--- src/rtl/id_rm_issue_pkg.sv ---
// Shared constants and types for the RM issue stage: instruction field
// encodings, enable levels, zero values and the issue FSM state type.
package id_rm_issue_pkg;

  localparam int XLEN    = 32;
  localparam int RADDR_W = 5;

  localparam logic [6:0] OPCODE_OP     = 7'b0110011;
  localparam logic [6:0] FUNCT7_BASE   = 7'b0000000;
  localparam logic [6:0] FUNCT7_ALT    = 7'b0100000;
  localparam logic [6:0] FUNCT7_MULDIV = 7'b0000001;

  localparam logic [2:0] FUNCT3_ADD_SUB = 3'b000;
  localparam logic [2:0] FUNCT3_SRL_SRA = 3'b101;

  localparam logic ENABLE  = 1'b1;
  localparam logic DISABLE = 1'b0;

  localparam logic [XLEN-1:0]    ZERO     = {XLEN{1'b0}};
  localparam logic [RADDR_W-1:0] ZERO_REG = {RADDR_W{1'b0}};

  typedef enum logic [0:0] {
    ST_IDLE    = 1'b0,
    ST_MDU_REQ = 1'b1
  } state_t;

endpackage

--- src/rtl/id_rm_issue_decode.sv ---
// Combinational class decode for register-register instructions: splits
// ALU and MDU classes, flags everything else as illegal, and extracts the
// register fields.
module rm_decode
  import id_rm_issue_pkg::*;
(
  input  logic [31:0]        inst,
  output logic               is_alu,
  output logic               is_mdu,
  output logic               is_illegal,
  output logic [RADDR_W-1:0] rs1,
  output logic [RADDR_W-1:0] rs2,
  output logic [RADDR_W-1:0] rd
);

  logic [6:0] opcode_s;
  logic [6:0] funct7_s;
  logic [2:0] funct3_s;

  assign opcode_s = inst[6:0];
  assign funct3_s = inst[14:12];
  assign funct7_s = inst[31:25];
  assign rd       = inst[11:7];
  assign rs1      = inst[19:15];
  assign rs2      = inst[24:20];

  // Classify the instruction; anything not ALU or MDU is illegal.
  always_comb begin
    is_alu = DISABLE;
    is_mdu = DISABLE;
    if (opcode_s == OPCODE_OP) begin
      case (funct7_s)
        FUNCT7_BASE:   is_alu = ENABLE;
        FUNCT7_ALT: begin
          if ((funct3_s == FUNCT3_ADD_SUB) || (funct3_s == FUNCT3_SRL_SRA)) begin
            is_alu = ENABLE;
          end else begin
            is_alu = DISABLE;
          end
        end
        FUNCT7_MULDIV: is_mdu = ENABLE;
        default: begin
          is_alu = DISABLE;
          is_mdu = DISABLE;
        end
      endcase
    end else begin
      is_alu = DISABLE;
      is_mdu = DISABLE;
    end
    is_illegal = ~(is_alu | is_mdu);
  end

endmodule

--- src/rtl/id_rm_issue.sv ---
// Issue stage for register-register ops: reads operands, issues ALU ops
// for one cycle, hands MDU ops off through a valid/ready request and tracks
// the outstanding MDU destination in a single-entry scoreboard.
module id_rm_issue
  import id_rm_issue_pkg::*;
(
  input  logic               clk,
  input  logic               rst,
  input  logic               inst_valid_in,
  input  logic [31:0]        inst_in,
  output logic               inst_ready_out,
  output logic [RADDR_W-1:0] reg1_raddr_out,
  output logic [RADDR_W-1:0] reg2_raddr_out,
  output logic               reg1_renable_out,
  output logic               reg2_renable_out,
  input  logic [XLEN-1:0]    reg1_rdata_in,
  input  logic [XLEN-1:0]    reg2_rdata_in,
  output logic               ex_valid_out,
  output logic [XLEN-1:0]    op1_out,
  output logic [XLEN-1:0]    op2_out,
  output logic [2:0]         funct3_out,
  output logic               alt_out,
  output logic [RADDR_W-1:0] reg_waddr_out,
  output logic               reg_wenable_out,
  output logic               mdu_valid_out,
  input  logic               mdu_ready_in,
  input  logic               mdu_done_in,
  input  logic               flush_in,
  output logic               illegal_out
);

  state_t               state_r, state_n;
  logic                 sb_valid_r, sb_valid_n;
  logic [RADDR_W-1:0]   sb_rd_r, sb_rd_n;
  logic                 ex_valid_r, ex_valid_n;
  logic                 mdu_valid_r, mdu_valid_n;
  logic                 illegal_r, illegal_n;
  logic [XLEN-1:0]      op1_r, op1_n, op2_r, op2_n;
  logic [2:0]           funct3_r, funct3_n;
  logic                 alt_r, alt_n;
  logic [RADDR_W-1:0]   waddr_r, waddr_n;
  logic                 wenable_r, wenable_n;

  logic                 is_alu_s, is_mdu_s, is_illegal_s;
  logic [RADDR_W-1:0]   rs1_s, rs2_s, rd_s;
  logic                 hazard_s, accept_s;

  rm_decode u_decode (
    .inst       (inst_in),
    .is_alu     (is_alu_s),
    .is_mdu     (is_mdu_s),
    .is_illegal (is_illegal_s),
    .rs1        (rs1_s),
    .rs2        (rs2_s),
    .rd         (rd_s)
  );

  // x0 never matches because sb_rd of zero is excluded; MDU ops serialise.
  assign hazard_s = (sb_valid_r && (sb_rd_r != ZERO_REG) &&
                     ((rs1_s == sb_rd_r) || (rs2_s == sb_rd_r) || (rd_s == sb_rd_r))) ||
                    (is_mdu_s && sb_valid_r);

  assign inst_ready_out = (state_r == ST_IDLE) && !flush_in && !hazard_s && !rst;
  assign accept_s       = inst_valid_in && inst_ready_out;

  // Register-file read ports follow the presented instruction.
  always_comb begin
    if (inst_valid_in) begin
      reg1_raddr_out   = rs1_s;
      reg2_raddr_out   = rs2_s;
      reg1_renable_out = ENABLE;
      reg2_renable_out = ENABLE;
    end else begin
      reg1_raddr_out   = ZERO_REG;
      reg2_raddr_out   = ZERO_REG;
      reg1_renable_out = DISABLE;
      reg2_renable_out = DISABLE;
    end
  end

  // Next-state, scoreboard and issue-register logic.
  always_comb begin
    state_n     = state_r;
    sb_valid_n  = sb_valid_r;
    sb_rd_n     = sb_rd_r;
    ex_valid_n  = DISABLE;
    mdu_valid_n = mdu_valid_r;
    illegal_n   = DISABLE;
    op1_n       = op1_r;
    op2_n       = op2_r;
    funct3_n    = funct3_r;
    alt_n       = alt_r;
    waddr_n     = waddr_r;
    wenable_n   = wenable_r;

    // Completion only matters while an op is tracked.
    if (mdu_done_in && sb_valid_r) begin
      sb_valid_n = DISABLE;
    end else begin
      sb_valid_n = sb_valid_r;
    end

    case (state_r)
      ST_IDLE: begin
        if (accept_s) begin
          if (is_illegal_s) begin
            illegal_n = ENABLE;
          end else begin
            op1_n     = reg1_rdata_in;
            op2_n     = reg2_rdata_in;
            funct3_n  = inst_in[14:12];
            alt_n     = inst_in[30];
            waddr_n   = rd_s;
            wenable_n = (rd_s != ZERO_REG);
            if (is_mdu_s) begin
              mdu_valid_n = ENABLE;
              state_n     = ST_MDU_REQ;
            end else begin
              ex_valid_n = ENABLE;
            end
          end
        end else begin
          state_n = ST_IDLE;
        end
      end
      ST_MDU_REQ: begin
        // A completed handshake wins over flush: the MDU owns the op now.
        if (mdu_ready_in) begin
          sb_valid_n  = ENABLE;
          sb_rd_n     = waddr_r;
          mdu_valid_n = DISABLE;
          state_n     = ST_IDLE;
        end else if (flush_in) begin
          mdu_valid_n = DISABLE;
          state_n     = ST_IDLE;
        end else begin
          state_n = ST_MDU_REQ;
        end
      end
      default: begin
        mdu_valid_n = DISABLE;
        state_n     = ST_IDLE;
      end
    endcase
  end

  // FSM state register.
  always_ff @(posedge clk or posedge rst) begin
    if (rst) begin
      state_r <= ST_IDLE;
    end else begin
      state_r <= state_n;
    end
  end

  // Scoreboard and registered issue outputs.
  always_ff @(posedge clk or posedge rst) begin
    if (rst) begin
      sb_valid_r  <= DISABLE;
      sb_rd_r     <= ZERO_REG;
      ex_valid_r  <= DISABLE;
      mdu_valid_r <= DISABLE;
      illegal_r   <= DISABLE;
      op1_r       <= ZERO;
      op2_r       <= ZERO;
      funct3_r    <= 3'b000;
      alt_r       <= DISABLE;
      waddr_r     <= ZERO_REG;
      wenable_r   <= DISABLE;
    end else begin
      sb_valid_r  <= sb_valid_n;
      sb_rd_r     <= sb_rd_n;
      ex_valid_r  <= ex_valid_n;
      mdu_valid_r <= mdu_valid_n;
      illegal_r   <= illegal_n;
      op1_r       <= op1_n;
      op2_r       <= op2_n;
      funct3_r    <= funct3_n;
      alt_r       <= alt_n;
      waddr_r     <= waddr_n;
      wenable_r   <= wenable_n;
    end
  end

  assign ex_valid_out    = ex_valid_r;
  assign mdu_valid_out   = mdu_valid_r;
  assign illegal_out     = illegal_r;
  assign op1_out         = op1_r;
  assign op2_out         = op2_r;
  assign funct3_out      = funct3_r;
  assign alt_out         = alt_r;
  assign reg_waddr_out   = waddr_r;
  assign reg_wenable_out = wenable_r;

endmodule

--- config.mk ---
export PLATFORM = sky130hd
export DESIGN_NAME = id_rm_issue
export DESIGN_NICKNAME = d
export VERILOG_FILES = /design/src/rtl/id_rm_issue_pkg.sv /design/src/rtl/id_rm_issue_decode.sv /design/src/rtl/id_rm_issue.sv
export SDC_FILE = /design/constraint.sdc
export NUM_CORES = 1
export LEC_CHECK = 0
export CORE_ASPECT_RATIO = 0.75
export CORE_MARGIN = 10
export CORE_UTILIZATION = 44
export CTS_BUF_LIST = sky130_fd_sc_hd__clkbuf_8
export CTS_CLUSTER_DIAMETER = 50
export CTS_CLUSTER_SIZE = 40
export DETAILED_ROUTE_END_ITERATION = 12
export HOLD_SLACK_MARGIN = 0.12
export PLACE_DENSITY_LB_ADDON = 0.12
export SLEW_MARGIN = 20
export SYNTH_ARGS = -nofsm -noshare
export SYNTH_HDL_FRONTEND = slang
export SYNTH_SLANG_ARGS = --single-unit
export TNS_END_PERCENT = 30
--- constraint.sdc ---
create_clock -name clk -period 7.1 [get_ports clk]
set_input_delay 1.775 -clock clk [delete_from_list [all_inputs] [get_ports clk]]
set_output_delay 1.775 -clock clk [all_outputs]
set_load 0.01 [all_outputs]
==> Yosys cells after proc, flatten, opt, wreduce, memory -nomap -nowiden <==
Cells that the tools add are included.
{ "totals": {"regBits": 84, "word_cells": 77, "inputBits": 102} }
{ "classes": {"n_bitwise": 2, "n_mux": 30, "n_reduce_logical": 22, "n_eq_ne": 11} }
{ "op_table": {"columns": ["op", "count"], "rows": [
  ["2-to-1 mux 1 bit", 25],
  ["equality test 5 bit", 3],
  ["equality test 7 x 6 -> 1 bit, second input constant", 2],
  ["2-to-1 mux 5 bit", 2],
  ["nonzero test 5 bit", 2],
  ["logical AND 1 bit", 8],
  ["equality test 7 x 1 -> 1 bit, second input constant", 1],
  ["zero test 7 bit", 1],
  ["case mux 1 bit (2 select lines)", 3],
  ["logical OR 1 bit", 4],
  ["!= test 2 bit, second input constant", 2],
  ["AND reduction 4 bit", 1],
  ["equality test 3 bit, second input constant", 1],
  ["zero test 1 bit", 3],
  ["zero test 3 bit", 1],
  ["!= test 3 bit, second input constant", 1],
  ["AND reduction 3 bit", 1],
  ["!= test 2 x 1 -> 1 bit, second input constant", 1],
  ["AND reduction 2 bit", 1],
  ["NOT 1 bit", 1],
  ["OR 1 bit", 1]
]} }

==> Depth between registers and ports, before layout <==
{ "logic_depth": {"word_depth": 11, "depth_mapped": 9, "mapped_depth_nobuf": 6} }

==> Modules after synthesis <==
A second synthesis with hierarchy kept.
{ "hier_totals": {"cells_unflattened": 257, "hier_area_um2": 3852.4} }
{ "modules_own_cells": {"columns": ["mod", "n_inst", "area_per_inst_um2", "seq_area_each_um2", "cells_each"], "rows": [
  ["id_rm_issue", 1, 3663.5, 2102.0, 231],
  ["rm_decode", 1, 188.9, 0.0, 26]
]} }

==> Worst setup path after synthesis <==
OpenSTA, ideal clock, no wires.
{ "synth_timing": {"path_type": "input port to output port", "from": "in inst_in[2]", "to": "out inst_ready_out", "t_required_ns": 5.325, "cell_stages": 6, "setup_slack_ns": 2.415, "t_arrival_ns": 2.910, "path_cell_list": "or4b_1 > nor3_2 > a2bb2oi_1 > o21ai_1 > and2_1 > nor2b_1"} }
{ "synth_between": {"elab_chain_len": 7} }
{ "synth_rtl": {"columns": ["element", "line_no", "source"], "rows": [
  ["from (decl)", "id_rm_issue.sv:10", "input logic [31:0] inst_in,"],
  ["equality test 7 x 6 -> 1 bit", "id_rm_issue_decode.sv:31", "if (opcode_s == OPCODE_OP) begin"],
  ["2-to-1 mux 1 bit", "id_rm_issue_decode.sv:31", null],
  ["logical AND 1 bit", "id_rm_issue.sv:61", "(is_mdu_s && sb_valid_r);"],
  ["logical OR 1 bit", "id_rm_issue.sv:60", "((rs1_s == sb_rd_r) || (rs2_s == sb_rd_r) || (rd_s == sb_rd_r))) ||"],
  ["zero test 1 bit", "id_rm_issue.sv:63", "assign inst_ready_out = (state_r == ST_IDLE) && !flush_in && !hazard_s && !rst;"],
  ["logical AND 1 bit (2 in series)", "id_rm_issue.sv:63", null],
  ["to (decl)", "id_rm_issue.sv:11", "output logic inst_ready_out,"]
]} }
Every way passes these cells.

==> Worst setup path in the final report <==
Same ends and word-level chain as after synthesis.

==> results by group <==
Synthesis
  – Syn Nets: 341
  – Xor/xnor cell area share of the yosys netlist: 3.72%
  – Asr flop ratio synth: 100%
  – Post-synthesis sequential element count: 84
  – Main combinational cell family by area after synthesis: multiplexers
  – Post-synth top area share: 55.8%
  – Seq/Total Area, Yosys: 55.8%
  – Top cell type by total area after synthesis: dfrtp_1
  – Most instantiated library cell after synthesis: dfrtp_1
  – Synth warnings: 0
  – Synth Area in Simple Gates: 5.45%
  – Post-synthesis mux area share: 29.6%
  – Synth Instances: 239
  – Synth area leaders: dfrtp_1, mux2_4, mux2_2, buf_6, xnor2_1
  – Post-synth EDFFs: 0
  – Mapped cell area: 0.00376 sq mm
  – Commonest cells in the synthesized netlist: dfrtp_1, mux2_4, mux2_2, and2_1
  – Syn_area_per_cell: 15.8 sq um
  – Primary FF master, synth: dfrtp_1
  – Synth Area in Adders: 0%
  – Synth cell types: 33
  – Synth Area in Compound Gates: 2.36%

Hold path
  – Hold endpoint: mdu_valid_out
  – WHS Path Cells: 1
  – Class of the tightest hold or removal check: flip-flop to flip-flop
  – Hold_sp: mdu_valid_out

Setup path
  – R2R setup slack: 4.34 ns
  – Crit path cell chain: clkdlybuf4s50_1 -> or4b_1 -> nor3_2 -> a2bb2oi_1 -> o21ai_1 -> and2_1 -> nor2b_1 -> clkdlybuf4s50_1
  – Crit path kind: primary input to output pin
  – Worst reg2reg path depth: 7
  – Crit-path max FO: 3
  – Worst r2r dst: op1_out[14]
  – Worst path required time: 5.33 ns
  – Slowest CP cell: or4b_1
  – Critical path endpoint category: output pin
  – Most Frequent Cell on Critical Path: clkdlybuf4s50_1
  – Setup crit start kind: primary input
  – CP max stage delay: 0.54 ns
  – R2R Path Start: sb_rd_r[0]
  – Worst path arrival time: 3.97 ns

Power
  – Leakage Power: 2.86 nW
  – Sw power: 0.199 mW
  – Combinational share of power: 9.7%
  – VDD IR max: 0.122 mV
  – Clock Power Share: 39.8%
  – Pwr dens: 159 mW/mm^2
  – Net Sw Frac: 21.0%
  – Internal power: 0.749 mW
  – Sequential Power Share: 50.5%

STA
  – Slew @ Worst Pin: 0.675 ns
  – Tmin final: 5.74 ns
  – Pins over their slew limit: 0
  – Setup ws final: 1.36 ns
  – Maximum clock frequency: 174 MHz
  – Fin. Hold Viols: 0
  – Slew margin rel.: 55.0%
  – Layout Skew: 0.0131 ns
  – Final setup viols: 0
  – RSZ-0062 raised after global routing: false
  – Final total negative setup slack: 0 ns
  – Final worst path period share: 80.9%

Drt
  – Drt initial violations: 123
  – TritonRoute pass-1 iters: 4
  – Final Routed Wirelength: 10.6 mm
  – Routed Antenna Nets: 0
  – Routed via count: 2628
  – Drt drc: 0
  – Routed WL per cell: 19.5 microns
  – Vias per cell: 4.83

Flow run
  – Max Cap Viol: 0

Clocking
  – Worst-skew pair later-pin latency: 0.35 ns
  – Clock Root Buffer: clkbuf_8
  – CTS resizes: 0
  – CTS H-tree depth: 3
  – Clk pin slew, worst setup/hold paths: 0.07 ns
  – Post-CTS Repair Setup Buffers: 0
  – Cts bufs inserted: 9
  – Hold buffers post-CTS: 0
  – Clock tree buffer depth: 2
  – Clock sink count: 84
  – CTS tree: built

Floorplan
  – I/O pin total: 192
  – Die X: 127 microns
  – Core Area: 0.00838 sq mm
  – Initial Utilization: 44.9%
  – Die ar.: 0.0127 sq mm
  – Die height: 100 microns
  – Num rows: 29

Global route
  – Initial antenna violation count: 0
  – Maximum number of pins on one net before global-route repair: 56
  – Gr ovfl total: 0
  – Vias in the first global route: 2975
  – First-pass GRT wire length: 16.7 mm
  – GR Util All Layers: 16.5%

Cells and area
  – Final net count: 534
  – Layout fillers: 598
  – Fin area: 0.00596 sq mm
  – Area delta synth->final: 58.3%
  – Share of cells above drive strength 1: 23.4%
  – Diodes inserted: 0

Place
  – Placer's final routability congestion estimate: 0.770
  – Dpl hpwl: 8.35 mm
  – IO buf count: 191
  – Worst slack, placed: 1.36 ns
  – Placed cell areas: 0.00574 sq mm

Status
  – Outcome: finished clean
==> stage by stage <==
stage / hold slack, ns / total power, mW / cells / utilization (%)
after global routing: 0.528 / 0.991 / 544 / 71.1
final: 0.504 / 0.948 / 544 / 71.1
after global placement: 0.487 / 0.580 / 529 / 68.4
after floorplan: 0.489 / 0.509 / 239 / -
after CTS: 0.511 / 0.964 / 544 / 71.1
after detailed placement: 0.493 / 0.582 / 529 / 68.4
==> worst max-delay path by stage <==
stage / from / to / slack [ns] / cells past startpoint
floorplan: inst_in[2] / inst_ready_out / 2.42 / 6
global placement: inst_in[2] / inst_ready_out / 1.48 / 8
detailed placement: inst_in[2] / inst_ready_out / 1.36 / 8
CTS: inst_in[2] / inst_ready_out / 1.36 / 8
global route: inst_in[2] / inst_ready_out / 1.22 / 8
finish: inst_in[2] / inst_ready_out / 1.36 / 8
==> per-layer routing <==
layer | vias up | wire, microns | track usage [%]
li1 | 1215 | - | -
met3 | 9 | 1250 | 9.79
met1 | 1283 | 4270 | 18.7
met5 | - | 0 | 0
met2 | 121 | 4980 | 26.5
met4 | 0 | 101 | 3.49
==> kinds of logic after synthesis <==
| kind of cell | Yosys count |
|---|---|
| AO/OA/AOI/OAI | 12 |
| XOR/XNOR | 16 |
| buffers and inverters | 14 |
| flip-flops | 84 |
| multiplexers | 79 |
| AND/OR/NAND/NOR | 34 |
==> state kept, by name, summed over array words and instances, names as in the netlist <==
register,count
alt_out,1
ex_valid_out,1
funct3_out,3
illegal_out,1
mdu_valid_out,1
op1_out,32
op2_out,32
reg_waddr_out,5
reg_wenable_out,1
sb_rd_r,5
sb_valid_r,1
state_r,1
==> power groups by stage <==
stage / clock [mW] / sequential (mW) / combinational, mW
6_report: 0.377 / 0.479 / 0.0924
5_1_grt: 0.413 / 0.479 / 0.0998
4_1_cts: 0.391 / 0.479 / 0.0940
3_5_place_dp: 0 / 0.488 / 0.0936
3_3_place_gp: 0 / 0.488 / 0.0916
2_1_floorplan: 0 / 0.489 / 0.0207
==> cell type report <==
| type | count | area (sq um) | share of cell area [%] |
|---|---|---|---|
| Tap cell | 108 | 135 | 2.27 |
| Multi-Input combinational cell | 141 | 1560 | 26.1 |
| Inverter | 2 | 8.76 | 0.147 |
| Clock buffer | 10 | 138 | 2.31 |
| Sequential cell | 84 | 2100 | 35.3 |
| Timing Repair Buffer | 194 | 1930 | 32.5 |
| Clock inverter | 5 | 85.1 | 1.43 |
==> cells in the final DEF (no fill, tap or decap), drive strengths merged <==
cell type / instances
clkbuf: 10
clkinvlp: 1
a2111oi: 1
nor2b: 2
a2bb2oi: 1
nor3b: 1
xor2: 8
dfrtp: 84
or4b: 1
xnor2: 8
clkdlybuf4s50: 191
bufinv: 2
a32oi: 1
mux2: 79
or4: 2
nand3: 2
nor2: 4
nor3: 5
o211ai: 1
o21ai: 4
nand2: 3
nand4b: 1
buf: 3
clkinv: 2
a21o: 2
o21a: 1
nand2b: 2
a211oi: 1
inv: 2
and2: 11
==> worst max-delay path, delay by kind of cell <==
| family | cells | cell delay [ns] |
|---|---|---|
| AO/OA/AOI/OAI | 2 | 0.24 |
| AND/OR/NAND/NOR | 4 | 1.07 |
| buffers and inverters | 2 | 0.89 |
(Power assumes the default switching activity.)
